==> src/rtl/sort4_pkg.sv <==
// Shared types and constants for the sequential 4-input descending sorter.
// The step table encodes the 5-comparator optimal network for four inputs.
package sort4_pkg;

   typedef enum logic [1:0] {
      IDLE = 2'd0,
      CMP  = 2'd1,
      DONE = 2'd2
   } state_t;

   localparam int unsigned STEPS = 5;

   localparam logic [1:0] STEP_I [0:4] = '{2'd0, 2'd2, 2'd0, 2'd1, 2'd1};
   localparam logic [1:0] STEP_J [0:4] = '{2'd1, 2'd3, 2'd2, 2'd3, 2'd2};

   localparam logic [7:0] IDX_IDENT = 8'hE4;

   // Steps beyond the last entry are never reached; clamp so the lookup stays in range.
   function automatic logic [1:0] step_i(input logic [2:0] s);
      return (s > 3'd4) ? STEP_I[4] : STEP_I[s];
   endfunction

   function automatic logic [1:0] step_j(input logic [2:0] s);
      return (s > 3'd4) ? STEP_J[4] : STEP_J[s];
   endfunction

endpackage

==> src/rtl/sort4_seq_sched_cmp_xchg.sv <==
// Single compare-exchange unit: larger value to hi, ties keep x on the hi side.
module cmp_xchg #(
   parameter int W = 16
) (
   input  logic [W-1:0] x,
   input  logic [W-1:0] y,
   input  logic [1:0]   x_idx,
   input  logic [1:0]   y_idx,
   output logic [W-1:0] hi,
   output logic [W-1:0] lo,
   output logic [1:0]   hi_idx,
   output logic [1:0]   lo_idx,
   output logic         swapped
);

   // Strict unsigned greater-than keeps the sort stable on equal values.
   assign swapped = (y > x);
   assign hi      = swapped ? y : x;
   assign lo      = swapped ? x : y;
   assign hi_idx  = swapped ? y_idx : x_idx;
   assign lo_idx  = swapped ? x_idx : y_idx;

endmodule

==> src/rtl/sort4_seq_sched.sv <==
// Time-shared 4-input descending sorter: one compare-exchange per cycle
// through the 5-step network, result held until the consumer accepts it.
//
//   state | meaning
//   IDLE  | waiting for an input set, in_ready high
//   CMP   | running compare-exchange step 'step' (0..4)
//   DONE  | sorted result on outputs, out_valid high until accepted
module sort4_seq_sched
   import sort4_pkg::*;
#(
   parameter int W = 16
) (
   input  logic         clk,
   input  logic         rst_n,
   input  logic         in_valid,
   output logic         in_ready,
   input  logic [W-1:0] in_a,
   input  logic [W-1:0] in_b,
   input  logic [W-1:0] in_c,
   input  logic [W-1:0] in_d,
   output logic         out_valid,
   input  logic         out_ready,
   output logic [W-1:0] out_y0,
   output logic [W-1:0] out_y1,
   output logic [W-1:0] out_y2,
   output logic [W-1:0] out_y3,
   output logic [7:0]   out_sel,
   output logic [2:0]   swap_cnt,
   output logic         busy
);

   state_t       state, state_nxt;
   logic [2:0]   step, step_nxt;
   logic [W-1:0] d [4];
   logic [W-1:0] d_nxt [4];
   logic [1:0]   idx [4];
   logic [1:0]   idx_nxt [4];
   logic [2:0]   cnt_nxt;
   logic         load_out;

   logic [1:0]   pi, pj;
   logic [W-1:0] cx_hi, cx_lo;
   logic [1:0]   cx_hi_idx, cx_lo_idx;
   logic         cx_swapped;

   assign pi = step_i(step);
   assign pj = step_j(step);

   cmp_xchg #(.W(W)) u_cmp_xchg (
      .x       (d[pi]),
      .y       (d[pj]),
      .x_idx   (idx[pi]),
      .y_idx   (idx[pj]),
      .hi      (cx_hi),
      .lo      (cx_lo),
      .hi_idx  (cx_hi_idx),
      .lo_idx  (cx_lo_idx),
      .swapped (cx_swapped)
   );

   assign in_ready  = (state == IDLE);
   assign out_valid = (state == DONE);
   assign busy      = (state == CMP) || (state == DONE);

   always_comb begin
      state_nxt = state;
      step_nxt  = step;
      d_nxt     = d;
      idx_nxt   = idx;
      cnt_nxt   = swap_cnt;
      load_out  = 1'b0;
      case (state)
         IDLE: begin
            if (in_valid) begin
               d_nxt[0]  = in_a;
               d_nxt[1]  = in_b;
               d_nxt[2]  = in_c;
               d_nxt[3]  = in_d;
               idx_nxt[0] = 2'd0;
               idx_nxt[1] = 2'd1;
               idx_nxt[2] = 2'd2;
               idx_nxt[3] = 2'd3;
               cnt_nxt   = 3'd0;
               step_nxt  = 3'd0;
               state_nxt = CMP;
            end
         end
         CMP: begin
            if (step > 3'd4) begin
               state_nxt = DONE;
            end else begin
               d_nxt[pi]   = cx_hi;
               d_nxt[pj]   = cx_lo;
               idx_nxt[pi] = cx_hi_idx;
               idx_nxt[pj] = cx_lo_idx;
               cnt_nxt     = swap_cnt + {2'b00, cx_swapped};
               step_nxt    = step + 3'd1;
               if (step == 3'd4) begin
                  state_nxt = DONE;
                  load_out  = 1'b1;
               end
            end
         end
         DONE: begin
            if (out_ready) state_nxt = IDLE;
         end
         default: state_nxt = IDLE;
      endcase
   end

   always_ff @(posedge clk) begin
      if (!rst_n) begin
         state    <= IDLE;
         step     <= 3'd0;
         d        <= '{default: '0};
         idx      <= '{2'd0, 2'd1, 2'd2, 2'd3};
         swap_cnt <= 3'd0;
         out_y0   <= '0;
         out_y1   <= '0;
         out_y2   <= '0;
         out_y3   <= '0;
         out_sel  <= IDX_IDENT;
      end else begin
         state    <= state_nxt;
         step     <= step_nxt;
         d        <= d_nxt;
         idx      <= idx_nxt;
         swap_cnt <= cnt_nxt;
         // Output words change only when a finished sort lands, so they hold across IDLE.
         if (load_out) begin
            out_y0  <= d_nxt[0];
            out_y1  <= d_nxt[1];
            out_y2  <= d_nxt[2];
            out_y3  <= d_nxt[3];
            out_sel <= {idx_nxt[3], idx_nxt[2], idx_nxt[1], idx_nxt[0]};
         end
      end
   end

endmodule

==> config.mk <==
export PLATFORM = sky130hd
export DESIGN_NAME = sort4_seq_sched
export DESIGN_NICKNAME = d
export VERILOG_FILES = /design/src/rtl/sort4_pkg.sv /design/src/rtl/sort4_seq_sched_cmp_xchg.sv /design/src/rtl/sort4_seq_sched.sv
export SDC_FILE = /design/constraint.sdc
export NUM_CORES = 1
export LEC_CHECK = 0
export ABC_AREA = 0
export BUFFER_PORTS_ARGS = -buffer_cell sky130_fd_sc_hd__buf_2
export CAP_MARGIN = 10
export CORE_UTILIZATION = 58
export DETAILED_ROUTE_END_ITERATION = 8
export MAX_ROUTING_LAYER = met4
export PLACE_DENSITY = 0.81
export SYNTH_ARGS = -nofsm -noshare
export SYNTH_HDL_FRONTEND = slang
export SYNTH_SLANG_ARGS = --single-unit
==> constraint.sdc <==
create_clock -name clk -period 5.8 [get_ports clk]
set_input_delay 1.16 -clock clk [delete_from_list [all_inputs] [get_ports clk]]
set_output_delay 1.16 -clock clk [all_outputs]
set_load 0.01 [all_outputs]
==> results of run 1 <==
-- routing by layer --
metal  up-vias  global-route usage (%)  routed length [um]
met2       898                    53.8               13300
met4         0                    11.6                 595
met3        82                    13.7                5210
met5         -                       -                   0
li1       4922                       -                   -
met1      5023                    60.6               15300
-- layout make-up --
type	instances	area, um2
clock buffers	20	457
inverters	43	161
well taps	216	270
flip-flops and latches	152	3040
repair buffers	187	1090
multi-input cells	978	5990
fillers	1349	4930
clock inverters	12	118
-- state kept, by name, summed over array words and instances (netlist names) --
name      cells
out_y1       16
idx           8
swap_cnt      3
state         2
step          3
out_y2       16
out_y3       16
d            64
out_y0       16
out_sel       8
-- cells in the mapped netlist, drive strengths merged, types with 2 or more instances --
cell,n,area [um2]
inv,43,161
o31ai,2,15.0
a2bb2oi,5,43.8
nand2,91,344
a21o,6,45.0
clkbuf,89,335
o221ai,25,282
o32a,3,30.0
and3,45,282
ha,26,325
a222oi,2,20.0
a21boi,10,75.1
a22o,15,131
nand2b,5,31.3
a21oi,137,686
nor2b,4,25.0
o22ai,20,125
a31o,2,17.5
a311oi,3,32.5
or2,3,18.8
a22oi,40,300
nor2,152,573
mux2i,47,495
a31oi,20,125
and2,16,100
o21ai,182,911
dfxtp,152,3040
nand3,10,50.1
o21a,2,15.0
mux2,5,56.3
nor4,2,12.5
nand4,2,12.5
o211ai,6,45.0
buf,22,150
a211oi,18,140
a221oi,27,236
nor3,27,185
-- worst min-delay path: stages, from the launching register on --
cell and delay, ns:
sky130_fd_sc_hd__dfxtp_1 0.31, sky130_fd_sc_hd__nand3_1 0.06, sky130_fd_sc_hd__o21ai_1 0.05
-- cell families after synthesis --
| logic type | count (synthesis) | share of synthesized area, % |
|---|---|---|
| AOI/OAI and AO/OA | 538 | 35.3 |
| and+or+nand+nor | 362 | 17.4 |
| buffers and inverters | 154 | 6.71 |
| DFF | 152 | 31.6 |
| muxes | 52 | 5.72 |
| adders and majority gates | 26 | 3.37 |
-- worst paths after layout --
kind,end,slack (ns),cells past startpoint,from
setup / recovery,out_y2[5]$_SDFFE_PN0P_,0.33,17,step[0]$_SDFFE_PN0P_
hold / removal,out_sel[1]$_SDFFE_PN0P_,0.46,2,out_sel[1]$_SDFFE_PN0P_
setup reg to reg,out_y2[5]$_SDFFE_PN0P_,0.33,17,step[0]$_SDFFE_PN0P_
hold reg to reg,out_sel[1]$_SDFFE_PN0P_,0.46,2,out_sel[1]$_SDFFE_PN0P_
-- power by group through the flow --
stage	clock [mW]	sequential, mW	combinational [mW]
6_report	1.11	1.41	5.20
2_1_floorplan	0	1.33	3.62
3_3_place_gp	0	1.41	4.73
5_1_grt	1.14	1.42	5.53
4_1_cts	1.10	1.39	4.79
3_5_place_dp	0	1.41	4.74
-- repair_timing --
action                                  in CTS  in global routing
setup buffers                                0                  4
hold endpoints to repair                     0                  0
endpoints found under the setup margin       0                  7
==> impl_summary.md, run 1 <==
Outcome
The flow ran to the end, and the final reports show no timing, DRC or antenna violations.

Critical path
Along the worst path, the maximum fanout reaches 79. The critical path endpoint category is a register. The slowest stage of the critical path belongs to the cell sky130_fd_sc_hd__or4_1. STA puts the critical path data required time at 6.16 ns. The setup path with the least slack is of type reg2reg.

The critical path arrival is 5.83 ns. On the worst path, the slowest cell contributes a delay of 0.64 ns. STA classifies the critical path startpoint as a register. The signal on the critical path passes through inv_1 -> ha_1 -> nand2b_1 -> buf_4 -> and3_1 -> a211oi_1 -> a21oi_1 -> inv_1 -> ha_1 -> nand4_1 -> or4_1 -> a31o_2 -> buf_12 -> nor2_2 -> o21ai_0 -> and3_1 -> a21oi_1. The top cell family by delay on the critical path is simple AND/OR/NAND/NOR gates. The worst path buffer plus inverter count is 4.

Die
The horizontal extent of the die is 131 um. During I/O placement, the number of pins put on the boundary was 146. The area enclosed by the die boundary is 17100 um2. Row generation in the floorplan step produced 46 rows. The floorplan step set the die height to 131 um. The initial utilization of the core area, before any placement, comes to 60.0%. The core region is 16100 um2.

Route
After detailed routing, the number of vias per cell comes to 6.79. For this block, the initial DRC count from the detailed router was 1751. The final wirelength is 34.5 mm. In this run the remaining antenna-violating nets after routing total 0. For this run, design rule violations remaining after detail routing come to 0. The total via count after detailed routing is 10900.

The first-pass detailed-route iteration total is 6. Dividing the detail-routed wire length by the instance count gives 21.4 um.

Yosys
The netlist area before placement is 9640 um2. Of all flip-flops after synthesis, the portion carrying an async set or reset was 0%. In this run, synthesis produced a sequential element count of 152. The count of unique library cells instantiated by Yosys is 69. The number of enable flip-flop cells after synthesis is 0. The prevailing post-synth register cell is sky130_fd_sc_hd__dfxtp_1. Counting every instance in the synthesized netlist gives 1284.

The number of warning messages in the yosys log is 0. The synthesized area divided by synthesized cell count is 7.51 um2. The total nets after synthesis is 1378. Summing the sequential cell areas from Yosys gives 31.6% of the chip area.

Placed design
The instance area after placement is 10500 um2. Prior to clock tree synthesis, the placed netlist has a worst setup slack of 0.458 ns. In this run the tool buffered the top-level ports with 145 buffer cells.

The total placed cells including tap cells is 1572. The weighted congestion at the end of routability-driven global placement is 1.04. The placed wire-length estimate is 23.6 mm.

Power and ir drop
The analysis attributes to cell leakage a power of 4.76 nW. VDD sags by at most 791 uV. Of the total power, the share spent switching nets is 53.2%. Summing internal, switching and leakage power gives 7.72 mW. Registers are responsible for 18.3% of the overall power.

The internal power component is 3.61 mW. Summed over all nets, the switching power comes to 4.11 mW. The clock network accounts for 14.4% of the total power. The relative contribution of combinational cells to total power is 67.4%. The cell area power density is 693 nW/um2.

Clock network
The maximum level of the CTS H-tree is 4. The clock passes through at most 2 buffers. Buffers inserted during clock tree synthesis total 17. In this run the clock root is driven by a sky130_fd_sc_hd__clkbuf_16. The number of hold buffers added after CTS was 0. The clock-pin slew on the worst setup and hold paths is 0.07 ns.

TritonCTS built the clock tree. The later pin in the worst-skew pair is clocked with a latency of 0.44 ns. In this run, post-CTS repair resized a total of 0 instances. The clock sink count is 152.

Finish
The antenna diode instance count is 0. The net total in the final layout is 1473. The post-route cell area is 11100 um2. The fraction of final layout cells with drive strength greater than 1 is 18.9%.

Leaving out fill and tap cells, the most frequent cell in the layout is sky130_fd_sc_hd__o21ai_0. The top cell types in the final layout, fill and taps aside, are sky130_fd_sc_hd__o21ai_0, sky130_fd_sc_hd__dfxtp_1, sky130_fd_sc_hd__nor2_1. The area growth from synthesis to layout is 15.4%. The non-filler instance count after layout is 1608. At the end of the flow the core is filled with cells to 69.3%.

Worst hold path
The tightest min-delay check is of the reg2reg type.

STA
The time the worst path needs with I/O delays and setup is 5.47 ns. Setup violations remaining at the end of the flow were counted as 0. Setup slack closes at 0.334 ns. The maximum frequency from static timing analysis is 0.183 GHz. The headroom to the max-slew limit is 22.3%. The number of hold violations in the final report was 0. The largest clock skew in the final design is 0.00946 ns. Setup repair after global routing left no endpoint under its margin.

The number of pins with negative max-slew slack in the final report is 0. The final worst hold slack is 0.459 ns. For the pin with the worst max-slew slack, the measured transition is 1.16 ns.

The summed negative setup slack over all endpoints is 0 ns. The part of the cycle the worst path needs is 94.2%.

Flow run
The max-capacitance violation count is 0.

GRT
The number of global-route vias before repair is 9532. The largest net degree at the start of global routing is 83. The number of antenna violations at the first check in global routing is 0. The global-route total usage across every layer is 41.7%.

The overflow left after global routing is 0. The first global-routing pass estimated 53.0 mm of wire.
(Power assumes the default switching activity.)
==> run 2: changes to the inputs <==
--- a/config.mk
+++ b/config.mk
@@ -8,6 +8,7 @@
 export ABC_AREA = 0
 export BUFFER_PORTS_ARGS = -buffer_cell sky130_fd_sc_hd__buf_2
 export CAP_MARGIN = 10
+export CORE_ASPECT_RATIO = 0.75
 export CORE_UTILIZATION = 58
 export DETAILED_ROUTE_END_ITERATION = 8
 export MAX_ROUTING_LAYER = met4
==> impl_summary.md, run 2 (synthesis results as in run 1) <==
Worst hold path
The worst hold path belongs to the class reg2reg. The hold path depth came to 2 (unchanged). The worst-case hold path end point is out_sel[1]$_SDFFE_PN0P_. The start point of the worst min-delay path is out_sel[1]$_SDFFE_PN0P_.

Critical path
The largest stage delay on the critical path came to 0.81 ns (+0.17 ns). Among all stages on the critical path, the largest delay is contributed by sky130_fd_sc_hd__ha_1. The critical path is of the reg2reg type. The signal on the critical path passes through ha_1 -> inv_1 -> ha_1 -> buf_4 -> buf_4 -> mux2i_1 -> a21oi_1 -> inv_1 -> ha_1 -> nand4_1 -> nor4_1 -> o21ai_0 -> a31o_2 -> buf_12 -> nand2_2 -> o21ai_0 -> a221oi_1 -> a21oi_1. The required time at the endpoint of the critical path was 6.08 ns (-0.08 ns).

The count of cells along the worst register-to-register path was 18 (+1). In this design, the critical path's most frequently occurring cell is sky130_fd_sc_hd__ha_1. The register-to-register setup slack is 0.56 ns (+0.22 ns). The terminus of the critical flop-to-flop path is out_y3[7]$_SDFFE_PN0P_. The worst register-to-register path begins at step[0]$_SDFFE_PN0P_. The worst setup path is captured at a register.

The critical path arrival was 5.52 ns (-0.31 ns). The critical-path maximum fanout came to 23 (-71%). STA classifies the critical path startpoint as a register.

GRT
The met3 global-route usage is 16.0% (+2.3 points). The wire length of the first global-routing pass is 56.8 mm (+7.1%). The number of global-route vias before repair was 9797 (+2.8%). The met2 capacity usage during global routing is 57.0% (+3.2 points). The global-route total usage across every layer was 45.0% (+3.2 points). The met1 capacity usage during global routing was 65.6% (+5.0 points). The largest net degree at the start of global routing is 123 (+48%).

In this run the most used layer during global routing was met1. The number of antenna violations at the first check in global routing is 0 (unchanged). The overflow left after global routing was 0 (unchanged).

Clock network
The clock sink count came to 152 (unchanged). The clock network latency to the later pin of the worst-skew pair was 0.44 ns (about the same). The number of buffers on the longest clock path was 2 (unchanged). The cts-stage hold buffer count is 0 (unchanged). The maximum level of the CTS H-tree was 4 (unchanged). The CTS buffer count was 17 (unchanged). The total setup buffers inserted after CTS came to 0 (unchanged). The CTS tree is built.

CTS placed an instance of sky130_fd_sc_hd__clkbuf_16 at the clock tree root. The clock-pin slew on the worst setup and hold paths is 0.07 ns (about the same). The post-cts resize count is 0 (unchanged).

Flow run
The max-capacitance violation count is 0 (unchanged).

Route
The detailed-route DRC error count is 0 (unchanged). The post-detailed-route via-to-cell ratio is 6.77 (-0.29%). The final wirelength is 37.1 mm (+7.7%). The total via count after detailed routing is 11100 (+1.3%). The first-pass detailed-route iteration total was 7 (+1). The average wire per standard cell is 22.7 um (+6.0%). The count of nets left with antenna violations after detail routing was 0 (unchanged). The iteration-0 DRC count of the detailed router came to 1552 (-11%).

STA
Setup repair after global routing left no endpoint under its margin. The headroom to the max-slew limit is 15.7% (-6.6 points). The number of hold violations in the final report is 0 (unchanged).

The largest clock skew in the final design is 0.0150 ns (+0.00556 ns). The number of pins with negative max-slew slack in the final report is 0 (unchanged). The final worst hold slack is 0.490 ns (+0.0308 ns). The transition time at the pin with the least slew margin is 1.26 ns (+0.0965 ns). The part of the cycle the worst path needs came to 90.4% (-3.8 points). The time the worst path needs with I/O delays and setup was 5.24 ns (-0.222 ns). The count of final setup violators is 0 (unchanged).

The summed negative setup slack over all endpoints came to 0 ns (unchanged). The maximum frequency from static timing analysis is 0.191 GHz (+4.2%).

Die
The placement row count was 40 (-13%). The die height is 114 um (-13%). The area of the core is 16100 um2 (+0.36%). The area enclosed by the die boundary is 17100 um2 (about the same). The boundary pin count was 146 (unchanged). The horizontal extent of the die was 151 um (+15%). The initial cell density of the core is 59.8% (-0.21 points).

Finish
The most frequent standard cell in the layout excluding fill and tap cells is sky130_fd_sc_hd__o21ai_0. The net total in the final layout is 1505 (+2.2%). Counting flops per register, the top entry is d. In the layout the commonest cells are sky130_fd_sc_hd__o21ai_0, sky130_fd_sc_hd__dfxtp_1, sky130_fd_sc_hd__nor2_1.

The antenna diode instance count is 0 (unchanged). The area growth from synthesis to layout is 18.5%. The fraction of final layout cells with drive strength greater than 1 is 20.8% (+1.9 points).

The flip-flop count of the largest register after layout is 64 (unchanged).

Placed design
The number of buffers added on ports is 145 (unchanged). The placed wire-length estimate is 26.0 mm (+10%). The weighted congestion at the end of routability-driven global placement is 1.01 (-2.7%).

Power and ir drop
The maximum vdd ir drop came to 715 uV (-9.5%). The static leakage was 4.95 nW (+4.2%). The cell area power density is 721 nW/um2 (+4.1%).

Outcome
The run finished with clean final reports.
==> run 2: how the worst max path moves through the flow <==
stage	from	endpoint	cells after the start
2_1_floorplan	step[2]$_SDFFE_PN0P_	d[63]$_SDFF_PN0_	19
3_3_place_gp	step[0]$_SDFFE_PN0P_	idx[1]$_SDFF_PN1_	16
3_5_place_dp	step[0]$_SDFFE_PN0P_	out_y3[7]$_SDFFE_PN0P_	18
4_1_cts	step[0]$_SDFFE_PN0P_	out_y3[7]$_SDFFE_PN0P_	18
5_1_grt	step[0]$_SDFFE_PN0P_	out_y3[7]$_SDFFE_PN0P_	18
6_report	step[0]$_SDFFE_PN0P_	out_y3[7]$_SDFFE_PN0P_	18
==> run 2: power by group <==
| part | leakage (nW) | switching, mW | internal (mW) |
|---|---|---|---|
| logic | 3.42 | 3.58 | 2.08 |
| registers | 1.23 | 0.215 | 1.20 |
| clock network | 0.302 | 0.506 | 0.659 |
| total | 4.95 | 4.30 | 3.94 |
==> run 2: area by class of cell <==
cell class                      count  area (um2)
Clock buffer                       18         439
Clock inverter                     14         161
Fill cell                        1383        4690
Inverter                           43         161
Multi-Input combinational cell    978        6000
Sequential cell                   152        3040
Tap cell                          210         263
Timing Repair Buffer              219        1360
==> run 2: layer usage <==
| layer | wire [um] | part of all wire (%) | vias to the layer above |
|---|---|---|---|
| met1 | 16100 | 43 | 5114 |
| met3 | 6230 | 17 | 70 |
| met5 | 0 | 0 | - |
| met2 | 14200 | 38 | 895 |
| met4 | 641 | 1.7 | 0 |
| li1 | - | - | 4991 |
==> run 2: critical path, delay by kind of cell (launching register included) <==
family	cells	cell delay, ns
compound gates	6	1.53
flops	1	0.36
simple gates	3	0.81
mux	1	0.09
buf+inv	5	0.91
fa+ha+maj	3	1.34
==> run 2: per-stage QoR <==
step	power (mW)	cell area [um2]	setup slack, ns	util [%]	cells
final	8.24	11400	0.557	70.9	1634
after global placement	6.77	10800	0.948	67.2	1602
after detailed placement	6.81	10800	0.770	67.2	1602
after global routing	8.61	11400	0.115	70.9	1634
after CTS	7.99	11400	0.683	70.9	1634
after floorplan	4.95	9640	1.19	-	1284
==> run 3: changes to the inputs <==
--- a/config.mk
+++ b/config.mk
@@ -7,12 +7,12 @@
 export LEC_CHECK = 0
 export ABC_AREA = 0
 export BUFFER_PORTS_ARGS = -buffer_cell sky130_fd_sc_hd__buf_2
-export CAP_MARGIN = 10
 export CORE_ASPECT_RATIO = 0.75
 export CORE_UTILIZATION = 58
 export DETAILED_ROUTE_END_ITERATION = 8
 export MAX_ROUTING_LAYER = met4
-export PLACE_DENSITY = 0.81
+export PLACE_DENSITY = 0.87
+export REMOVE_ABC_BUFFERS = 1
 export SYNTH_ARGS = -nofsm -noshare
 export SYNTH_HDL_FRONTEND = slang
 export SYNTH_SLANG_ARGS = --single-unit
==> impl_summary.md, run 3 (synthesis results as in run 1) <==
Finish
The sequential standard cell area is 3040 um2 (unchanged). The non-filler instance count after layout was 1602 (-2.0%). The area used by multi-input combinational logic is 6010 um2 (+0.10%).

The library cells used most frequently in the layout, excluding fill and tap cells, are sky130_fd_sc_hd__o21ai_0, sky130_fd_sc_hd__dfxtp_1, sky130_fd_sc_hd__nor2_1. The fraction of final layout cells with drive strength greater than 1 is 19.0% (-1.7 points). The flip-flop count of the largest register after layout is 64 (unchanged). The register with the most flip-flops in the final layout is d. The number of fill cells in the layout is 1332 (-3.7%). The area growth from synthesis to layout is 15.5%. The antenna diode instance count is 0 (unchanged). The final core area utilization was 69.1% (-1.8 points). The net total in the final layout was 1473 (-2.1%). The post-route cell area is 11100 um2 (-2.5%).

The library cell used most frequently in the layout, excluding fill and tap cells, is sky130_fd_sc_hd__o21ai_0.

Route
The total via count after detailed routing is 11100 (-0.0090%). The iteration-0 DRC count of the detailed router is 1719 (+11%). The detailed-route DRC error count is 0 (unchanged). The count of nets left with antenna violations after detail routing is 0 (unchanged).

The average wire per standard cell is 21.7 um (-4.5%). The post-detailed-route via-to-cell ratio is 6.91 (+2.0%). The final wirelength is 34.8 mm (-6.3%). The first-pass detailed-route iteration total is 6 (-1).

Placed design
The weighted congestion at the end of routability-driven global placement is 0.997 (-1.6%). The instance area after placement was 10500 um2 (-2.9%). The minimum setup slack after placement is 0.346 ns (-0.424 ns). The placed wire-length estimate is 22.5 mm (-14%).

The total placed cells including tap cells was 1570 (-2.0%). The number of buffers added on ports came to 145 (unchanged).

Clock network
The number of buffers on the longest clock path was 2 (unchanged). TritonCTS built the clock tree. The clock sink count is 152 (unchanged).

In this run the clock root is driven by a sky130_fd_sc_hd__clkbuf_16. The maximum level of the CTS H-tree came to 4 (unchanged). The total setup buffers inserted after CTS came to 0 (unchanged). The clock-pin slew on the worst setup and hold paths is 0.06 ns (about the same). The CTS buffer count came to 17 (unchanged). The clock network latency to the later pin of the worst-skew pair is 0.44 ns (about the same).

Outcome
The run finished with clean final reports.

STA
The largest clock skew in the final design was 0.00878 ns (-0.00624 ns). The number of hold violations in the final report was 0 (unchanged). The worst-case setup margin in the final layout is 0.224 ns (-0.333 ns).

The time the worst path needs with I/O delays and setup is 5.58 ns (+0.333 ns). The transition time at the pin with the least slew margin is 1.44 ns (+0.180 ns). The number of pins with negative max-slew slack in the final report is 0 (unchanged). The summed negative setup slack over all endpoints is 0 ns (unchanged). Setup repair after global routing left no endpoint under its margin. The final worst hold slack is 0.479 ns (-0.0109 ns). The part of the cycle the worst path needs is 96.1% (+5.7 points).

The headroom to the max-slew limit is 3.10% (-13 points). The count of final setup violators is 0 (unchanged). The maximum frequency from static timing analysis is 0.179 GHz (-6.0%).

Die
The die height came to 114 um (unchanged). The horizontal extent of the die is 151 um (unchanged). The placement row count was 40 (unchanged).

The area enclosed by the die boundary is 17100 um2 (unchanged). The area of the core is 16100 um2 (unchanged). The boundary pin count is 146 (unchanged). The initial cell density of the core is 59.8% (unchanged).

Power and ir drop
The internal power component is 3.53 mW (-10%). The sequential share of power is 18.4% (+1.2 points). The net switching fraction of the power is 53.0% (+0.87 points). The cell area power density is 675 nW/um2 (-6.4%). The relative contribution of combinational cells to total power was 66.2% (-2.5 points). The sum of internal, switching and leakage power is 7.52 mW (-8.7%). The power spent charging and discharging nets was 3.99 mW (-7.2%).

The static leakage was 4.75 nW (-4.1%). The maximum vdd ir drop is 940 uV (+31%). The clock power share is 15.5% (+1.4 points).

GRT
The number of global-route vias before repair came to 10300 (+4.9%). The wire length of the first global-routing pass is 54.1 mm (-4.7%). The overflow left after global routing is 0 (unchanged). The number of antenna violations at the first check in global routing is 0 (unchanged). The largest net degree at the start of global routing came to 123 (unchanged). The global-route total usage across every layer is 41.8% (-3.2 points).

Worst hold path
The tightest min-delay check is of the reg2reg type.

Critical path
The worst setup path is of the reg2reg kind. The required time at the endpoint of the critical path is 6.07 ns (about the same). The critical-path maximum fanout is 33 (+43%). The critical path arrival is 5.85 ns (+0.33 ns). The worst setup path is launched from a register. The critical path endpoint category is a register.

Flow run
The max-capacitance violation count is 0 (unchanged).
[run 3: cell type report]
class	instances	area share [%]
flip-flops and latches	152	27.3
clock buffers	21	4.13
repair buffers	187	9.46
clock inverters	11	1.31
well taps	210	2.36
multi-input cells	978	54.0
inverters	43	1.45
[run 3: power groups by stage]
stage	combinational [mW]	clock [mW]	sequential, mW
floorplan	2.91	0	1.33
global placement	4.59	0	1.39
detailed placement	4.69	0	1.39
CTS	4.74	1.16	1.37
global route	5.24	1.21	1.40
finish	4.98	1.16	1.38
[run 3: worst max-delay path, stage by stage (launching register included)]
cell	delay [ns]
sky130_fd_sc_hd__dfxtp_1	0.43
sky130_fd_sc_hd__inv_1	0.15
sky130_fd_sc_hd__ha_1	0.32
sky130_fd_sc_hd__nand2b_1	0.19
sky130_fd_sc_hd__buf_4	0.21
sky130_fd_sc_hd__nand2_1	0.10
sky130_fd_sc_hd__buf_4	0.25
sky130_fd_sc_hd__a211oi_1	0.12
sky130_fd_sc_hd__a21oi_1	0.33
sky130_fd_sc_hd__inv_1	0.17
sky130_fd_sc_hd__ha_1	0.36
sky130_fd_sc_hd__nand4_1	0.17
sky130_fd_sc_hd__nor4_1	0.50
sky130_fd_sc_hd__o21ai_0	0.31
sky130_fd_sc_hd__a31oi_4	0.47
sky130_fd_sc_hd__buf_4	0.46
sky130_fd_sc_hd__mux2i_1	0.26
sky130_fd_sc_hd__o21ai_0	0.10
sky130_fd_sc_hd__a222oi_1	0.35
sky130_fd_sc_hd__a21oi_1	0.11
[run 3: final timing paths]
| kind | from | to | slack, ns | depth (start not counted) |
|---|---|---|---|---|
| worst max-delay path | step[0]$_SDFFE_PN0P_ | out_y0[0]$_SDFFE_PN0P_ | 0.22 | 19 |
| worst min-delay path | out_sel[1]$_SDFFE_PN0P_ | out_sel[1]$_SDFFE_PN0P_ | 0.48 | 2 |
| worst max register to register | step[0]$_SDFFE_PN0P_ | out_y0[0]$_SDFFE_PN0P_ | 0.22 | 19 |
| worst min register to register | out_sel[1]$_SDFFE_PN0P_ | out_sel[1]$_SDFFE_PN0P_ | 0.48 | 2 |
[run 3: repair_timing]
item,CTS,global route
hold buffers,0,0
gates resized for setup,0,4
setup endpoints to repair,0,71
hold endpoints to repair,0,0
[run 3: routing by layer]
layer  GRT usage, %  share of wire (%)
met5              -                  0
met1           54.6                 39
met4           19.7                5.2
met2           59.6                 41
met3           11.2                 15
